<file path="src/rtl/mc_controller.sv">
// Multicycle MIPS control FSM; 2-5 cycles/instr, memory wait states stall via mem_ready, watchdog halts after MEM_WAIT_MAX stalls.
// Optional MC_ILLEGAL_TRAP_EN: unlisted opcodes trap to HALT instead of retiring as NOPs.
module mc_controller #(
    parameter int MEM_WAIT_MAX = 255
) (
    input  logic       clk,
    input  logic       reset,
    input  logic [5:0] op,
    input  logic [5:0] funct,
    input  logic       zero,
    input  logic       mem_ready,
    output logic       mem_req,
    output logic       memwrite,
    output logic       iord,
    output logic       irwrite,
    output logic       pcen,
    output logic [1:0] pcsrc,
    output logic       alusrca,
    output logic [1:0] alusrcb,
    output logic       zeroext,
    output logic       shiftreg,
    output logic       regdst,
    output logic       memtoreg,
    output logic       regwrite,
    output logic [3:0] alucontrol,
    output logic       timeout,
    output logic [3:0] state
);
    typedef enum logic [3:0] {
        S_FETCH  = 4'd0,
        S_DECODE = 4'd1,
        S_MEMADR = 4'd2,
        S_MEMRD  = 4'd3,
        S_MEMWB  = 4'd4,
        S_MEMWR  = 4'd5,
        S_RTEXEC = 4'd6,
        S_RTWB   = 4'd7,
        S_BRANCH = 4'd8,
        S_IEXEC  = 4'd9,
        S_IWB    = 4'd10,
        S_JUMP   = 4'd11,
        S_HALT   = 4'd12
    } state_t;

    localparam logic [5:0] OP_RTYPE = 6'b000000;
    localparam logic [5:0] OP_LW    = 6'b100011;
    localparam logic [5:0] OP_SW    = 6'b101011;
    localparam logic [5:0] OP_BEQ   = 6'b000100;
    localparam logic [5:0] OP_BNE   = 6'b000101;
    localparam logic [5:0] OP_ADDI  = 6'b001000;
    localparam logic [5:0] OP_SLTI  = 6'b001010;
    localparam logic [5:0] OP_ANDI  = 6'b001100;
    localparam logic [5:0] OP_ORI   = 6'b001101;
    localparam logic [5:0] OP_J     = 6'b000010;

    localparam logic [3:0] ALU_AND = 4'b0000;
    localparam logic [3:0] ALU_OR  = 4'b0001;
    localparam logic [3:0] ALU_ADD = 4'b0010;
    localparam logic [3:0] ALU_SUB = 4'b0110;
    localparam logic [3:0] ALU_SLT = 4'b0111;
    localparam logic [3:0] ALU_SLL = 4'b1000;
    localparam logic [3:0] ALU_SRL = 4'b1001;

    localparam int CW = (MEM_WAIT_MAX > 1) ? $clog2(MEM_WAIT_MAX + 1) : 1;

    state_t        r_state;
    state_t        w_next;
    logic [CW-1:0] r_wait_cnt;
    logic          r_timeout;
    logic          w_rdy;
    logic          w_wait;
    logic          w_wd_fire;
    logic          w_trap;

    // Ready is masked during reset so no write enable can pulse in the reset cycle.
    assign w_rdy     = mem_ready & ~reset;
    assign w_wait    = mem_req & ~w_rdy;
    assign w_wd_fire = (MEM_WAIT_MAX != 0) && w_wait && ((int'(r_wait_cnt) + 1) == MEM_WAIT_MAX);

    always_ff @(posedge clk or posedge reset) begin
        if (reset) begin
            r_state    <= S_FETCH;
            r_wait_cnt <= '0;
            r_timeout  <= 1'b0;
        end else begin
            r_state    <= w_next;
            r_wait_cnt <= w_wait ? (r_wait_cnt + CW'(1)) : '0;
            if (w_wd_fire || w_trap) begin
                r_timeout <= 1'b1;
            end
        end
    end

    always_comb begin
        w_next     = r_state;
        w_trap     = 1'b0;
        mem_req    = 1'b0;
        memwrite   = 1'b0;
        iord       = 1'b0;
        irwrite    = 1'b0;
        pcen       = 1'b0;
        pcsrc      = 2'b00;
        alusrca    = 1'b0;
        alusrcb    = 2'b00;
        zeroext    = 1'b0;
        shiftreg   = 1'b0;
        regdst     = 1'b0;
        memtoreg   = 1'b0;
        regwrite   = 1'b0;
        alucontrol = ALU_ADD;

        // IWB keeps the IEXEC ALU setup so the written result stays stable.
        if (r_state == S_IEXEC || r_state == S_IWB) begin
            alusrca = 1'b1;
            alusrcb = 2'b10;
            case (op)
                OP_SLTI: alucontrol = ALU_SLT;
                OP_ANDI: begin alucontrol = ALU_AND; zeroext = 1'b1; end
                OP_ORI:  begin alucontrol = ALU_OR;  zeroext = 1'b1; end
                default: alucontrol = ALU_ADD;
            endcase
        end

        case (r_state)
            S_FETCH: begin
                mem_req = 1'b1;
                alusrcb = 2'b01;
                if (w_wd_fire) begin
                    w_next = S_HALT;
                end else if (w_rdy) begin
                    irwrite = 1'b1;
                    pcen    = 1'b1;
                    w_next  = S_DECODE;
                end
            end
            S_DECODE: begin
                alusrcb = 2'b11;
                case (op)
                    OP_LW, OP_SW:                      w_next = S_MEMADR;
                    OP_RTYPE:                          w_next = S_RTEXEC;
                    OP_BEQ, OP_BNE:                    w_next = S_BRANCH;
                    OP_ADDI, OP_SLTI, OP_ANDI, OP_ORI: w_next = S_IEXEC;
                    OP_J:                              w_next = S_JUMP;
                    default: begin
`ifdef MC_ILLEGAL_TRAP_EN
                        w_next = S_HALT;
                        w_trap = 1'b1;
`else
                        w_next = S_FETCH;
`endif
                    end
                endcase
            end
            S_MEMADR: begin
                alusrca = 1'b1;
                alusrcb = 2'b10;
                w_next  = (op == OP_SW) ? S_MEMWR : S_MEMRD;
            end
            S_MEMRD, S_MEMWR: begin
                mem_req  = 1'b1;
                iord     = 1'b1;
                memwrite = (r_state == S_MEMWR);
                if (w_wd_fire) begin
                    w_next = S_HALT;
                end else if (w_rdy) begin
                    w_next = (r_state == S_MEMWR) ? S_FETCH : S_MEMWB;
                end
            end
            S_MEMWB: begin
                regwrite = 1'b1;
                memtoreg = 1'b1;
                w_next   = S_FETCH;
            end
            S_RTEXEC: begin
                alusrca = 1'b1;
                case (funct)
                    6'b100010: alucontrol = ALU_SUB;
                    6'b100100: alucontrol = ALU_AND;
                    6'b100101: alucontrol = ALU_OR;
                    6'b101010: alucontrol = ALU_SLT;
                    6'b000000: begin alucontrol = ALU_SLL; shiftreg = 1'b1; end
                    6'b000010: begin alucontrol = ALU_SRL; shiftreg = 1'b1; end
                    default:   alucontrol = ALU_ADD;
                endcase
                w_next = S_RTWB;
            end
            S_RTWB: begin
                regwrite = 1'b1;
                regdst   = 1'b1;
                w_next   = S_FETCH;
            end
            S_BRANCH: begin
                alusrca    = 1'b1;
                alucontrol = ALU_SUB;
                pcsrc      = 2'b01;
                pcen       = (op == OP_BNE) ? ~zero : zero;
                w_next     = S_FETCH;
            end
            S_IEXEC: w_next = S_IWB;
            S_IWB: begin
                regwrite = 1'b1;
                w_next   = S_FETCH;
            end
            S_JUMP: begin
                pcsrc  = 2'b10;
                pcen   = 1'b1;
                w_next = S_FETCH;
            end
            S_HALT: begin
                alucontrol = 4'b0000;
                w_next     = S_HALT;
            end
            default: w_next = S_FETCH;
        endcase
    end

    assign timeout = r_timeout;
    assign state   = r_state;
endmodule

</file>
<file path="config.mk">
export PLATFORM = sky130hd
export DESIGN_NAME = mc_controller
export DESIGN_NICKNAME = d
export VERILOG_FILES = /design/src/rtl/mc_controller.sv
export SDC_FILE = /design/constraint.sdc
export NUM_CORES = 1
export LEC_CHECK = 0
export ABC_AREA = 0
export BUFFER_PORTS_ARGS = -buffer_cell sky130_fd_sc_hd__buf_2
export CORE_MARGIN = 2
export CORE_UTILIZATION = 54
export CTS_CLUSTER_SIZE = 14
export DETAILED_ROUTE_END_ITERATION = 16
export GPL_TIMING_DRIVEN = 1
export PLACE_DENSITY = 0.84
export SYNTH_ARGS = -nofsm -noshare
export SYNTH_HDL_FRONTEND = slang
export SYNTH_SLANG_ARGS = --single-unit
</file>
<file path="constraint.sdc">
create_clock -name clk -period 3.5 [get_ports clk]
set_input_delay 0.35 -clock clk [delete_from_list [all_inputs] [get_ports clk]]
set_output_delay 0.35 -clock clk [all_outputs]
set_load 0.02 [all_outputs]
</file>
==> summary.txt, run 1 <==
Synthesis
  • Synth unique cells: 48
  • Mapped Cells: 157
  • Share of Yosys cell area claimed by the top area cell type: 26.2%
  • Main synth FF type: dfrtp_1
  • Syn. warnings: 0
  • Net count after synthesis: 175
  • Synth top area cells: dfrtp_1 (26%), nor2_1 (5.4%), nor3_1 (3.6%), nor2b_1 (3.5%), xnor2_1 (3.5%)
  • Flops & latches, synth: 13
  • Synth area leader: dfrtp_1
  • Number of synthesized flops with an enable pin: 0
  • Most frequent cell after synthesis: nor2_1
  • Syn Area/Cell: 7.91 um^2
  • Syn Std Cell Area: 0.00124 mm^2
  • Asr flop ratio synth: 100%
  • Sequential share of the synthesized area: 26.2%
  • Top cells by count, synth: nor2_1 (18), dfrtp_1 (13), inv_1 (9), nor3_1 (9)

Global routing
  • Number of global-route vias before repair: 1,212
  • First-pass GRT wire length: 5.29 mm
  • Remaining global-route overflow: 0
  • GRT Overall Usage: 26.2%
  • Met2 Track Usage GR: 42.2%
  • Largest net degree at the start of global routing: 23
  • Grt peak-use layer: met2
  • GR Layer Usage met3: 5.75%
  • Global routing usage on met1: 33.5%
  • Initial antenna violation count: 0

Floorplanning
  • Total core area: 0.00219 mm^2
  • I/O pin cnt: 40
  • Rows: 17
  • Vert. Die Dim: 51.9 um
  • Overall die width: 51.9 um
  • Initial Util: 56.7%
  • DIE AREA: 0.00270 mm^2

Setup path
  • Critical path launch point type: flop
  • CP Data Required Time: 3.15 ns
  • Arr. time, crit path: 2.08 ns
  • Top delay family on crit path: flip-flops
  • CP Max Fanout: 22
  • Reg2Reg Depth: 4
  • Critical Path, Cell by Cell: xor2_2 -> nand4_1 -> nor3b_2 -> o22ai_1 -> buf_2
  • Slowest library cell on the worst path: dfrtp_1
  • Worst Setup Path Type: reg -> out
  • CP Capture Type: output port
  • CP max stage delay: 0.81 ns
  • Instance count on the critical path: 5
  • Buf+Inv Stages, Crit Path: 1

Finish
  • NumNets Final: 209
  • Total area of multi-input combinational cells: 821 um^2
  • P&R area growth vs syn: 15.7%
  • Share of layout cells above drive strength 1: 26.8%
  • FILL cells: 180
  • Seq. cell area: 325 um^2
  • N_diodes: 0

Status
  • Status: complete, no violations

Drt
  • Drt first-iter violations: 57
  • Vias per cell: 6.08
  • Wire per inst: 15.1 um
  • Antenna Nets Post-Route: 0
  • Final WL: 3.30 mm
  • Via Count: 1,325
  • DRC: 0
  • TritonRoute pass-1 iters: 4

Power
  • Tot Pwr: 0.795 mW
  • Peak VDD IR: 0.337 mV
  • P_leak: 0.641 nW
  • Pwr Density: 554 mW/mm^2

Hold path
  • Hold Path Class: in -> async

Timing
  • Worst-Margin Slew: 0.717 ns
  • Final hold vios: 0
  • Fin crit period: 2.43 ns
  • RSZ-0062 raised after global routing: false
  • Final setup vio count: 0
  • Total negative slack: 0 ns
  • Fin crit share: 69.5%
  • Clock Skew: 0.00879 ns
  • Max Transition Viols Final: 0
  • Fmax achieved: 0.411 GHz
  • Max_slew headroom: 52.2%

Job
  • Max-cap violations: 0

CTS
  • Post-CTS setup buffer count: 0
  • Clk slew on worst S/H paths: 0.08 ns
  • Root buffer cell: clkbuf_4
  • Hold buffers post-CTS: 0
  • Clk_lat worst skew: 0.30 ns
  • CTS sink cnt: 13
  • Post-CTS Resized: 0
  • CTS tree: done
  • H-tree depth: 1
  • CTS max path bufs: 2
  • TritonCTS Buffers: 3

Place
  • # port buffers: 39
  • RePlAce Congestion: 0.863
  • Hpwl dp: 2.53 mm
metal layers:
layer	wire (um)	part of all wire, %
met1	1340	41
met2	1640	50
met3	252	7.6
met4	68	2.1
met5	0	0
final timing paths:
path                           from            end  slack, ns
min reg2reg                 timeout        timeout       0.47
min                           reset  r_wait_cnt[2]       0.09
max in group asynchronous     reset  r_wait_cnt[6]       3.06
min in group clk            timeout        timeout       0.47
max reg2reg                state[0]       state[2]       1.35
max                        state[1]  alucontrol[1]       1.07
registers in the layout, indices dropped and copies added, names as in the netlist:
name        count
r_wait_cnt      8
state           4
timeout         1
cell families after synthesis:
logic type / Yosys count / synth area share (%)
AO/OA/AOI/OAI: 37 / 22.5
AND/OR/NAND/NOR: 77 / 34.1
buffers and inverters: 19 / 7.66
flip-flops: 13 / 26.2
XOR/XNOR: 9 / 7.56
adder cells (fa/ha/maj): 2 / 2.02
layout make-up:
cell class	instances	area share (%)
clock buffer	4	1.83
inverter	9	2.35
multi-input combinational	125	57.1
sequential	13	22.6
tap	28	2.44
timing repair buffer	39	13.6
placed cells by master, fill, tap and decap left out, types with 6 or more instances in the layout:
cell type,count
nand3_1,6
a21oi_1,6
buf_2,39
nor2b_1,7
nor2_1,18
inv_1,9
dfrtp_1,13
nor3_1,9
nand2_1,7
metrics by stage:
step / utilization [%] / std cells / worst slack (ns) / hold slack [ns] / instance area (um^2)
finish: 65.6 / 218 / 1.07 / 0.0885 / 1440
global route: 65.6 / 218 / 0.897 / 0.145 / 1440
CTS: 65.6 / 218 / 1.07 / 0.108 / 1440
detailed placement: 64.4 / 214 / 1.37 / 0.423 / 1410
global placement: 64.4 / 214 / 1.44 / 0.401 / 1410
floorplan: - / 157 / 1.39 / 0.227 / 1240
where the power goes:
group          internal [mW]  switching [mW]
clock network         0.0445          0.0542
logic                  0.163           0.268
registers              0.176          0.0892
Note: power is estimated with default switching activity, not from simulation.
==> run 2, diff against run 1 <==
Settings changed: CORE_UTILIZATION 54 to 46, PLACE_DENSITY 0.84 to 0.76.
Clock period 3.5 ns to 2.18 ns, I/O delays scaled along.
==> run 2 against run 1 <==
Non-clock buffer count is 6 higher. First-iteration DRC count is 3.5% lower. Largest cell class unchanged. Combinational power is 79% higher. Final area is 4.1% higher. Utilization is 6.3 points lower. Largest power group unchanged.
==> summary.txt, run 2 (synthesis gave the netlist of run 1 again) <==
Power
  • Pwr Density: 889 mW/mm^2 (was 554 mW/mm^2)
  • Peak VDD IR: 0.716 mV (was 0.337 mV)
  • P_leak: 0.666 nW (was 0.641 nW)

Setup path
  • Critical path launch point type: flop (unchanged)
  • CP Max Fanout: 17 (was 22)
  • Worst Setup Path Type: reg -> out (unchanged)
  • CP Capture Type: output port (unchanged)
  • Arr. time, crit path: 1.84 ns (was 2.08 ns)
  • CP Data Required Time: 1.96 ns (was 3.15 ns)

Floorplanning
  • Initial Util: 49.2% (was 56.7%)
  • Total core area: 0.00252 mm^2 (was 0.00219 mm^2)
  • Vert. Die Dim: 55.9 um (was 51.9 um)
  • I/O pin cnt: 40 (unchanged)
  • Rows: 18 (was 17)
  • Overall die width: 55.9 um (was 51.9 um)
  • DIE AREA: 0.00313 mm^2 (was 0.00270 mm^2)

Timing
  • Fin crit share: 94.5%
  • Hold WS: 0.373 ns (was 0.0885 ns)
  • Clock Skew: 0.00724 ns (was 0.00879 ns)
  • Total negative slack: 0 ns (unchanged)
  • Worst-Margin Slew: 0.493 ns (was 0.717 ns)
  • Final worst slack: 0.121 ns (was 1.07 ns)
  • Fmax achieved: 0.486 GHz
  • Max Transition Viols Final: 0 (unchanged)
  • Fin crit period: 2.06 ns
  • Final setup vio count: 0 (unchanged)
  • RSZ-0062 raised after global routing: true (was false)
  • Final hold vios: 0 (unchanged)
  • Max_slew headroom: 67.1% (was 52.2%)

Drt
  • Final WL: 3.13 mm (was 3.30 mm)
  • Wire per inst: 13.9 um (was 15.1 um)
  • Via Count: 1,319 (was 1,325)
  • Antenna Nets Post-Route: 0 (unchanged)
  • Vias per cell: 5.84 (was 6.08)
  • Drt first-iter violations: 55 (was 57)
  • DRC: 0 (unchanged)
  • TritonRoute pass-1 iters: 4 (unchanged)

Finish
  • Most flop-heavy register: r_wait_cnt (unchanged)
  • Max reg flops: 8 (unchanged)
  • Commonest non-fill, non-tap cell in the layout: buf_2 (unchanged)
  • Most frequent cells in the layout: buf_2 (39), nor2_1 (18), dfrtp_1 (10) (was buf_2 (39), nor2_1 (18), dfrtp_1 (13))
  • FILL cells: 236 (was 180)
  • NumNets Final: 215 (was 209)
  • P&R area growth vs syn: 20.5% (was 15.7%)
  • N_diodes: 0 (unchanged)
  • Seq. cell area: 329 um^2 (was 325 um^2)
  • Util after Layout: 59.3% (was 65.6%)
  • Share of layout cells above drive strength 1: 30.6% (was 26.8%)
  • Total area of multi-input combinational cells: 826 um^2 (was 821 um^2)

Place
  • Hpwl dp: 2.44 mm (was 2.53 mm)
  • # port buffers: 39 (unchanged)
  • RePlAce Congestion: 0.874 (was 0.863)
  • Pre-CTS setup slack: 0.325 ns (was 1.37 ns)

Status
  • Status: complete, no violations (unchanged)

Global routing
  • GR Layer Usage met3: 2.79% (was 5.75%)
  • GRT Overall Usage: 20.1% (was 26.2%)
  • First-pass GRT wire length: 5.13 mm (was 5.29 mm)
  • Number of global-route vias before repair: 1,206 (was 1,212)
  • Remaining global-route overflow: 0 (unchanged)
  • Global routing usage on met1: 23.8% (was 33.5%)
  • Largest net degree at the start of global routing: 18 (was 23)
  • Grt peak-use layer: met2 (unchanged)
  • Met2 Track Usage GR: 36.4% (was 42.2%)
  • Initial antenna violation count: 0 (unchanged)

CTS
  • TritonCTS Buffers: 3 (unchanged)
  • Clk_lat worst skew: 0.28 ns (was 0.30 ns)
  • H-tree depth: 1 (unchanged)
  • CTS sink cnt: 13 (unchanged)
  • Root buffer cell: clkbuf_4 (unchanged)
  • CTS max path bufs: 2 (unchanged)
  • Clk slew on worst S/H paths: 0.08 ns (about the same)
  • CTS tree: done (unchanged)

Job
  • Max-cap violations: 0 (unchanged)

Hold path
  • Hold Path Class: in -> reg (was in -> async)
run 2: cell count changes in the layout (fill, tap and decap cells not counted), sizes merged:
| cell | delta |
|---|---|
| buf | +5 |
| dlygate4sd3 | +1 |
run 2: cell type report:
type                       instances  area share [%]
inverter                           9            2.26
tap                               30            2.51
clock buffer                       4            1.76
timing repair buffer              45            16.2
multi-input combinational        125            55.2
sequential                        13            22.0
run 2: critical path: stages, from the launching register on:
cell     delay [ns]
dfrtp_2        0.53
nor2b_1        0.27
nand4_1        0.21
nor3b_2        0.25
o22ai_1        0.12
buf_2          0.17
run 2: worst paths after layout:
kind | cells after the start | slack (ns) | start | endpoint
worst max register to register | 5 | 0.52 | r_wait_cnt[0] | state[1]
worst max-delay path | 5 | 0.12 | state[2] | alucontrol[1]
worst min-delay path | 4 | 0.37 | op[4] | state[1]
max in group asynchronous | 3 | 1.31 | reset | state[1]
worst min register to register | 1 | 0.47 | timeout | timeout
min in group asynchronous | 3 | 0.51 | reset | r_wait_cnt[2]
run 2: per-stage QoR:
stage	instance area [um^2]	power (mW)	cells
2_1_floorplan	1240	0.950	157
3_3_place_gp	1450	1.16	221
3_5_place_dp	1450	1.17	221
4_1_cts	1490	1.33	226
5_1_grt	1500	1.43	226
6_report	1500	1.33	226
run 2: repair_timing:
action,in CTS,in global routing
setup buffers,0,0
endpoints found under the setup margin,0,6
resized for setup,0,4
endpoints found under the hold margin,13,0
hold buffers,1,0
run 2: routing by layer:
metal	up-vias	wire length, um	part of all wire, %
met2	50	1550	50
met3	7	175	5.6
met1	621	1340	43
met5	-	0	0
met4	0	65	2.1
li1	641	-	-
run 2: power breakdown:
group / internal [mW] / leakage [nW] / switching [mW] / total (mW)
Sequential: 0.288 / 0.172 / 0.117 / 0.405
Clock: 0.0712 / 0.0150 / 0.0820 / 0.153
Combinational: 0.312 / 0.478 / 0.459 / 0.771
Total: 0.671 / 0.666 / 0.659 / 1.33
